[src/rtl/mips_mem_arbiter.sv]
// Two-port arbiter sharing one synchronous memory between the MIPS core (port 0) and the loader (port 1).
// Build option MEM_ARB_RR_EN: round-robin on contention; when undefined, port 0 has fixed priority.
module mips_mem_arbiter #(
  parameter int ADDR_W = 32,
  parameter int DATA_W = 32
) (
  input  logic              clk,
  input  logic              rst,
  input  logic              req0,
  input  logic              req1,
  input  logic              we0,
  input  logic              we1,
  input  logic [ADDR_W-1:0] addr0,
  input  logic [ADDR_W-1:0] addr1,
  input  logic [DATA_W-1:0] wdata0,
  input  logic [DATA_W-1:0] wdata1,
  input  logic              lock1,
  output logic              ack0,
  output logic              ack1,
  output logic [DATA_W-1:0] rdata,
  output logic              busy,
  output logic              mem_en,
  output logic              mem_we,
  output logic [ADDR_W-1:0] mem_addr,
  output logic [DATA_W-1:0] mem_wdata,
  input  logic [DATA_W-1:0] mem_rdata
);

  typedef enum logic [1:0] {
    ST_IDLE  = 2'd0,
    ST_ISSUE = 2'd1,
    ST_RESP  = 2'd2
  } state_t;

  state_t            state_r;
  state_t            state_nxt_s;
  logic              owner_r;
  logic              last_r;
  logic              locked_r;
  logic              we_r;
  logic [ADDR_W-1:0] addr_r;
  logic [DATA_W-1:0] wdata_r;

  logic arb_s;
  logic lock_eff_s;
  logic elig0_s;
  logic elig1_s;
  logic grant_s;
  logic win_s;

  // Eligibility and winner selection for the current arbitration cycle
  always_comb begin
    arb_s      = 1'b0;
    lock_eff_s = 1'b0;
    elig0_s    = 1'b0;
    elig1_s    = 1'b0;
    case (state_r)
      ST_IDLE: begin
        arb_s      = 1'b1;
        lock_eff_s = locked_r & lock1;
        elig0_s    = req0 & ~lock_eff_s;
        elig1_s    = req1;
      end
      ST_RESP: begin
        // The port being acked is excluded; its req is still the one just served.
        arb_s      = 1'b1;
        lock_eff_s = owner_r & lock1;
        elig0_s    = req0 & owner_r & ~lock_eff_s;
        elig1_s    = req1 & ~owner_r;
      end
      default: begin
        arb_s      = 1'b0;
        lock_eff_s = 1'b0;
        elig0_s    = 1'b0;
        elig1_s    = 1'b0;
      end
    endcase

    grant_s = elig0_s | elig1_s;
    if (elig0_s && elig1_s) begin
`ifdef MEM_ARB_RR_EN
      win_s = ~last_r;
`else
      // last is still tracked for observability but carries no weight here
      win_s = last_r & 1'b0;
`endif
    end else begin
      win_s = elig1_s;
    end
  end

  // Next-state sequencing IDLE -> ISSUE -> RESP
  always_comb begin
    state_nxt_s = state_r;
    case (state_r)
      ST_IDLE: begin
        if (grant_s) begin
          state_nxt_s = ST_ISSUE;
        end else begin
          state_nxt_s = ST_IDLE;
        end
      end
      ST_ISSUE: begin
        state_nxt_s = ST_RESP;
      end
      ST_RESP: begin
        if (grant_s) begin
          state_nxt_s = ST_ISSUE;
        end else begin
          state_nxt_s = ST_IDLE;
        end
      end
      default: begin
        state_nxt_s = ST_IDLE;
      end
    endcase
  end

  // State, ownership, last-served and lock tracking
  always_ff @(posedge clk or negedge rst) begin
    if (!rst) begin
      state_r  <= ST_IDLE;
      owner_r  <= 1'b0;
      last_r   <= 1'b1;
      locked_r <= 1'b0;
    end else begin
      state_r <= state_nxt_s;
      if (arb_s) begin
        locked_r <= lock_eff_s;
      end else begin
        locked_r <= locked_r;
      end
      if (state_r == ST_RESP) begin
        last_r <= owner_r;
      end else begin
        last_r <= last_r;
      end
      if (arb_s && grant_s) begin
        owner_r <= win_s;
      end else begin
        owner_r <= owner_r;
      end
    end
  end

  // Capture of the winning request, held until the next grant
  always_ff @(posedge clk or negedge rst) begin
    if (!rst) begin
      addr_r  <= '0;
      wdata_r <= '0;
      we_r    <= 1'b0;
    end else if (arb_s && grant_s) begin
      addr_r  <= win_s ? addr1  : addr0;
      wdata_r <= win_s ? wdata1 : wdata0;
      we_r    <= win_s ? we1    : we0;
    end else begin
      addr_r  <= addr_r;
      wdata_r <= wdata_r;
      we_r    <= we_r;
    end
  end

  assign mem_en    = (state_r == ST_ISSUE);
  assign mem_we    = (state_r == ST_ISSUE) & we_r;
  assign mem_addr  = addr_r;
  assign mem_wdata = wdata_r;
  assign ack0      = (state_r == ST_RESP) & ~owner_r;
  assign ack1      = (state_r == ST_RESP) & owner_r;
  assign rdata     = mem_rdata;
  assign busy      = (state_r != ST_IDLE);

endmodule
[config.mk]
export PLATFORM = sky130hd
export DESIGN_NAME = mips_mem_arbiter
export DESIGN_NICKNAME = d
export VERILOG_FILES = /design/src/rtl/mips_mem_arbiter.sv
export SDC_FILE = /design/constraint.sdc
export NUM_CORES = 1
export LEC_CHECK = 0
export ABC_CLOCK_PERIOD_IN_PS = 1800
export BUFFER_PORTS_ARGS = -buffer_cell sky130_fd_sc_hd__buf_2
export CAP_MARGIN = 20
export CORE_AREA = 2 2 104 106
export CTS_CLUSTER_SIZE = 24
export DETAILED_ROUTE_END_ITERATION = 16
export DIE_AREA = 0 0 106 108
export MAX_ROUTING_LAYER = met4
export PLACE_DENSITY = 0.79
export SYNTH_ARGS = -nofsm -noshare
export SYNTH_HDL_FRONTEND = slang
export SYNTH_SLANG_ARGS = --single-unit
[constraint.sdc]
create_clock -name clk -period 1.8 [get_ports clk]
set_input_delay 0.27 -clock clk [delete_from_list [all_inputs] [get_ports clk]]
set_output_delay 0.27 -clock clk [all_outputs]
set_load 0.1 [all_outputs]
==> results of run 1 <==
stage by stage:
step	setup WS [ps]	instance area (um^2)	util, %
after global routing	14.8	4990	48.8
final	101	4990	48.8
after detailed placement	75.9	4780	46.7
after global placement	160	4780	46.7
after CTS	11.4	4970	48.6
after floorplan	-80.6	3810	-
sequential cells by signal, indices dropped and copies added, names as in the netlist:
register   count
owner_r        1
locked_r       1
mem_wdata     32
mem_addr      32
state_r        2
we_r           1
worst paths after layout:
| path | cells after the start | endpoint | start | slack [ps] |
|---|---|---|---|---|
| setup / recovery | 3 | busy | state_r[1] | 100 |
| hold / removal | 2 | mem_addr[11] | addr0[11] | 150 |
| setup reg to reg | 5 | mem_addr[16] | owner_r | 100 |
| hold reg to reg | 2 | locked_r | locked_r | 530 |
| max in group asynchronous | 3 | mem_wdata[6] | rst | 1000 |
| min in group asynchronous | 3 | mem_wdata[29] | rst | 500 |
area by class of cell:
cell class	instances	share of cell area [%]
Clock inverter	1	0.100
Timing Repair Buffer	211	23.5
Antenna cell	2	0.100
Tap cell	136	3.41
Multi-Input combinational cell	147	34.9
Sequential cell	69	34.6
Clock buffer	14	3.46
cells by family after synthesis:
group	Yosys count	share of synthesized area, %
compound gates	3	0.495
simple gates	14	2.18
mux	130	42.4
flops	69	45.5
buf+inv	46	9.37
layout by cell type, fill, tap and decap left out, types with 2 or more instances in the layout:
master	n
buf_2	198
mux2_2	82
dfrtp_1	69
mux2_4	39
clkbuf_8	12
mux2_1	9
buf_12	6
nand2_1	4
buf_4	3
diode_2	2
nor2b_1	2
clkbuf_1	2
clkbuf_4	2
metal layers:
layer,share of wire [%],track usage [%],vias to the layer above
li1,-,-,1243
met1,40,18.6,1311
met2,49,25.8,130
met3,7.3,4.94,39
met4,3.9,8.27,0
met5,0,-,-
worst max-delay path, stage by stage (launching register included):
cell     delay (ps)
dfrtp_1         430
buf_4           170
or2_2           300
buf_6           190
timing repair:
action                                 CTS  global route
hold buffers                             1             0
endpoints found under the hold margin   69             0
gates resized for setup                  2             3
setup endpoints to repair                2             3
==> impl_results.md, run 1 <==
* Status: finished, final reports clean
* Post-synth EDFFs at 0
* Synth top area cells: dfrtp_1 46%, mux2_2 24%, mux2_4 15%
* DR vias at 2,723
* Slew Viols, Final at 0
* Sequential cell area at 1730 um^2
* Most frequent cell after synthesis: mux2_2
* Post-synth top area cell: dfrtp_1
* Post-route ant nets at 0
* DRC Markers at 0
* CP Launch Type: register
* Initial Utilization at 37.1%
* Syn Area/Cell at 14.5 um^2
* Nets@finish at 605
* Top cell type's share of synthesized area at 45.5%
* Synth Flop Type: dfrtp_1
* Synth async-reset ratio at 100%
* Core box area at 10,200 um^2
* Element type at the critical path end: primary output
* Initial DRC count at 76
* Clk_skew at 6.83 ps
* Clock Latency Late Sink at 330 ps
* Final cell count without fillers at 580
* # clock sinks at 69
* Yosys reg bits at 69
* Setup CP Type: register to primary output
* Largest net degree at the start of global routing at 70
* Final RePlAce weighted congestion at 0.811
* Root Driver: clkbuf_8
* Worst Tran Pin Value at 518 ps
* Die Y-Extent at 108 um
* Drt first pass iters at 4
* Layout area overhead at 31.5%
* Vias per std cell at 4.69
* Register area share after synthesis at 45.5%
* Area of the multi-input gates at 1740 um^2
* Total gr overflow at 0
* Placed cell count at 562
* Fmax at 589 MHz
* CP Max Fanout at 6
* Min cycle time layout at 1700 ps
* Synthesized instance count at 262
* Syn Nets at 429
* Ports at 268
* Total wire length at 9.06 mm
* Most frequent cells after synthesis: 82 x mux2_2, 69 x dfrtp_1, 39 x mux2_4, 35 x buf_4, 9 x mux2_1
* Vias in the first global route at 3,017
* Post CTS Setup Buffer Count at 0
* Layout cells sized above 1 at 79.2%
* Gr usage total at 16.2%
* Setup violations, final at 0
* Final Hold Viols at 0
* Total CTS buffers at 9
* First-pass GRT wire length at 14.2 mm
* RSZ-0062 raised after global routing: no
* Final HPWL DP at 6.87 mm
* Initial antenna violation count at 2
* Clk slew on worst S/H paths at 70 ps
* Die area at 11,400 um^2
* Port bufs at 203
* Post-synth cell types at 18
* WHS at 146 ps
* CTS Buffer Depth at 2
* # rows at 37
* Die X at 106 um
* Final setup TNS at 0 ps
* Max-cap viol count at 0
* Part of the cycle the worst path needs at 94.4%
* Post-synthesis instance area at 3790 um^2
* Synth Warn # at 0
* Slew Limit Headroom at 65.7%
* Fillers at 934
* CTS tree: yes
* CP required at 1530 ps
* H-Tree Level Count at 3
* CP Data Arrival Time at 1430 ps
* Hold Crit Class: input pin to register
* Drt wl/cell at 15.6 um
Power of run 1 is not shown: default switching activity piles up to over one toggle a cycle in this logic, so the estimate is an artifact.
==> inputs of run 2 (changes only) <==
==> config.mk (replaced) <==
export PLATFORM = sky130hd
export DESIGN_NAME = mips_mem_arbiter
export DESIGN_NICKNAME = d
export VERILOG_FILES = /design/src/rtl/mips_mem_arbiter.sv
export SDC_FILE = /design/constraint.sdc
export NUM_CORES = 1
export LEC_CHECK = 0
export ABC_AREA = 1
export ABC_CLOCK_PERIOD_IN_PS = 1800
export BUFFER_PORTS_ARGS = -buffer_cell sky130_fd_sc_hd__buf_2
export CAP_MARGIN = 20
export CELL_PAD_IN_SITES_DETAIL_PLACEMENT = 2
export CELL_PAD_IN_SITES_GLOBAL_PLACEMENT = 2
export CORE_UTILIZATION = 20
export CTS_CLUSTER_SIZE = 24
export DETAILED_ROUTE_END_ITERATION = 16
export PLACE_DENSITY = 0.86
export SYNTH_ARGS = -nofsm -noshare
export SYNTH_HDL_FRONTEND = slang
export SYNTH_SLANG_ARGS = --single-unit
==> run 2 against run 1 <==
Net effect:
- non-clock buffer count up 5
- worst setup slack got worse by 18 ps
- critical path depth down 1
- utilization decreased by 20 points
- design area down 2.0%
- synthesized cell count increased by 63%
- hold slack worse by 9.0 ps
- wire length grew 55%
- largest cell class is now sequential cells
==> impl_results.md, run 2 <==
* Drt wl/cell at 17.1 um
* Die Y-Extent at 135 um
* Hold Crit Class: input pin to register
* Global routing usage on met3 at 4.77%
* Gr usage total at 15.7%
* Vias per std cell at 4.58
* Register area share after synthesis at 48.9%
* Post-synthesis instance area at 3530 um^2
* Final RePlAce weighted congestion at 0.718
* Slew Limit Headroom at 64.9%
* Clock Latency Late Sink at 340 ps
* Syn Nets at 595
* Total wire length at 14.0 mm
* Final HPWL DP at 10.1 mm
* # clock sinks at 69
* Area share of fa/ha/maj cells after synthesis at 0%
* CP Data Arrival Time at 1450 ps
* Synth Warn # at 0
* Min cycle time layout at 1720 ps
* First-pass GRT wire length at 21.9 mm
* Reg-to-reg endpoint: mem_addr[26]
* DP Worst Slack at 87.5 ps
* Nets@finish at 757
* CP Launch Type: register
* Slew Viols, Final at 0
* Max-cap viol count at 0
* Top cell type's share of synthesized area at 48.9%
* Layout cells sized above 1 at 40.8%
* Mux cell area share after synthesis at 0%
* Drt first pass iters at 4
* Initial antenna violation count at 1
* Post-synth top area cell: dfrtp_1
* Met2 Track Usage GR at 27.4%
* FF-to-FF Start: state_r[0]
* Ports at 268
* Worst-case reg-to-reg path depth at 7
* Yosys reg bits at 69
* Die area at 18,200 um^2
* Synth Flop Type: dfrtp_1
* Post-synth cell types at 16
* Synth async-reset ratio at 100%
* Commonest non-fill, non-tap cell in the layout: buf_2
* Fmax at 582 MHz
* CTS Buffer Depth at 2
* Initial Utilization at 20.5%
* Crit path from: state_r[0]
* Final WS setup at 82.9 ps
* Port bufs at 203
* # rows at 48
* H-Tree Level Count at 3
* Total gr overflow at 0
* RSZ-0062 raised after global routing: yes
* Cell Area, Placed at 4570 um^2
* Top Usage Layer GRT: met2
* Register-to-Register Setup Slack at 90 ps
* Post-route ant nets at 0
* Most frequent cell after synthesis: nand2_1
* Clk slew on worst S/H paths at 60 ps
* CP cell instances: nor3_2 -> buf_2
* Synth top area cells: dfrtp_1 49%, nand2_1 15%, nand4_1 12%
* Total CTS buffers at 9
* Synth Area in Simple Gates at 37.9%
* Crit-path slowest cell: dfrtp_1
* Placed cell count at 803
* Worst setup endpoint: ack0
* Part of the cycle the worst path needs at 95.4%
* Synth Area in Compound Gates at 0.213%
* DR vias at 3,761
* Syn Area/Cell at 8.25 um^2
* Most frequent cells in the layout: 198 x buf_2, 142 x nand2_1, 69 x dfrtp_1, 65 x nand4_1, 63 x nand3_1
* Synthesized instance count at 428
* Root Driver: clkbuf_16
* GR Layer Usage met1 at 17.7%
* Post-synth EDFFs at 0
* DRC Markers at 0
* Vias in the first global route at 4,154
* Setup CP Type: register to primary output
* Design area at 4890 um^2
* Largest net degree at the start of global routing at 63
* Status: finished, final reports clean
* CP Max Fanout at 7
* Final cell count without fillers at 821
* Layout area overhead at 38.6%
* Delay of the slowest critical-path stage at 470 ps
* Initial DRC count at 100
* Die X at 135 um
* Most frequent cells after synthesis: 143 x nand2_1, 69 x dfrtp_1, 65 x nand4_1, 63 x nand3_1, 43 x buf_4
* Worst Tran Pin Value at 530 ps
* XOR/XNOR Fraction of Synth Area at 0%
* CP required at 1530 ps
* Element type at the critical path end: primary output
* Setup violations, final at 0
* Main combinational cell family by area after synthesis: simple AND/OR/NAND/NOR gates
* Post CTS Setup Buffer Count at 0
* Final Hold Viols at 0
* Clk_skew at 7.41 ps
* CTS tree: yes
* Core box area at 17,200 um^2
==> run 2: worst min-delay path by stage <==
stage,start,cells after the start,slack [ps],end
CTS,addr1[27],3,120,mem_addr[27]
detailed placement,rst,1,210,mem_wdata[2]
floorplan,rst,0,-30,locked_r
global route,addr1[27],3,130,mem_addr[27]
global placement,rst,1,210,mem_addr[25]
finish,wdata1[2],3,140,mem_wdata[2]
==> run 2: layout make-up <==
type                            instances  area, um^2
Fill cell                            2042       12300
Sequential cell                        69        1730
Timing Repair Buffer                  216        1190
Inverter                                9        33.8
Clock buffer                           10         229
Tap cell                              225         282
Clock inverter                          6        63.8
Multi-Input combinational cell        285        1360
Antenna cell                            1        2.50
==> run 2: kinds of logic after synthesis <==
group                  Yosys count
AND/OR/NAND/NOR                284
buffers and inverters           74
flip-flops                      69
AO/OA/AOI/OAI                    1
==> run 2: what timing repair did <==
| action | in CTS | in global routing |
|---|---|---|
| setup endpoints to repair | 0 | 5 |
| gates resized for setup | 0 | 4 |
| hold buffers | 1 | 0 |
| endpoints found under the hold margin | 22 | 0 |
==> run 2: worst max-delay path: cells and delay by family (launching register included) <==
family | cells | cell delay, ps
buffers and inverters | 1 | 450
AND/OR/NAND/NOR | 1 | 190
flip-flops | 1 | 470
==> run 2: per-layer routing <==
layer | share of wire (%) | vias up | wire length [um]
met5 | 0 | - | 0
met4 | 3.0 | 0 | 425
met3 | 6.7 | 28 | 939
met2 | 49 | 140 | 6920
met1 | 41 | 1845 | 5720
li1 | - | 1748 | -
==> run 2: stage by stage <==
stage          setup TNS [ps]  hold slack [ps]  utilization [%]
2_1_floorplan            -127            -25.6                -
3_3_place_gp                0              205             26.5
3_5_place_dp                0              211             26.5
4_1_cts                     0              116             28.3
5_1_grt                 -2.32              128             28.4
6_report                    0              137             28.4
Power of run 2 is left out for the same reason.
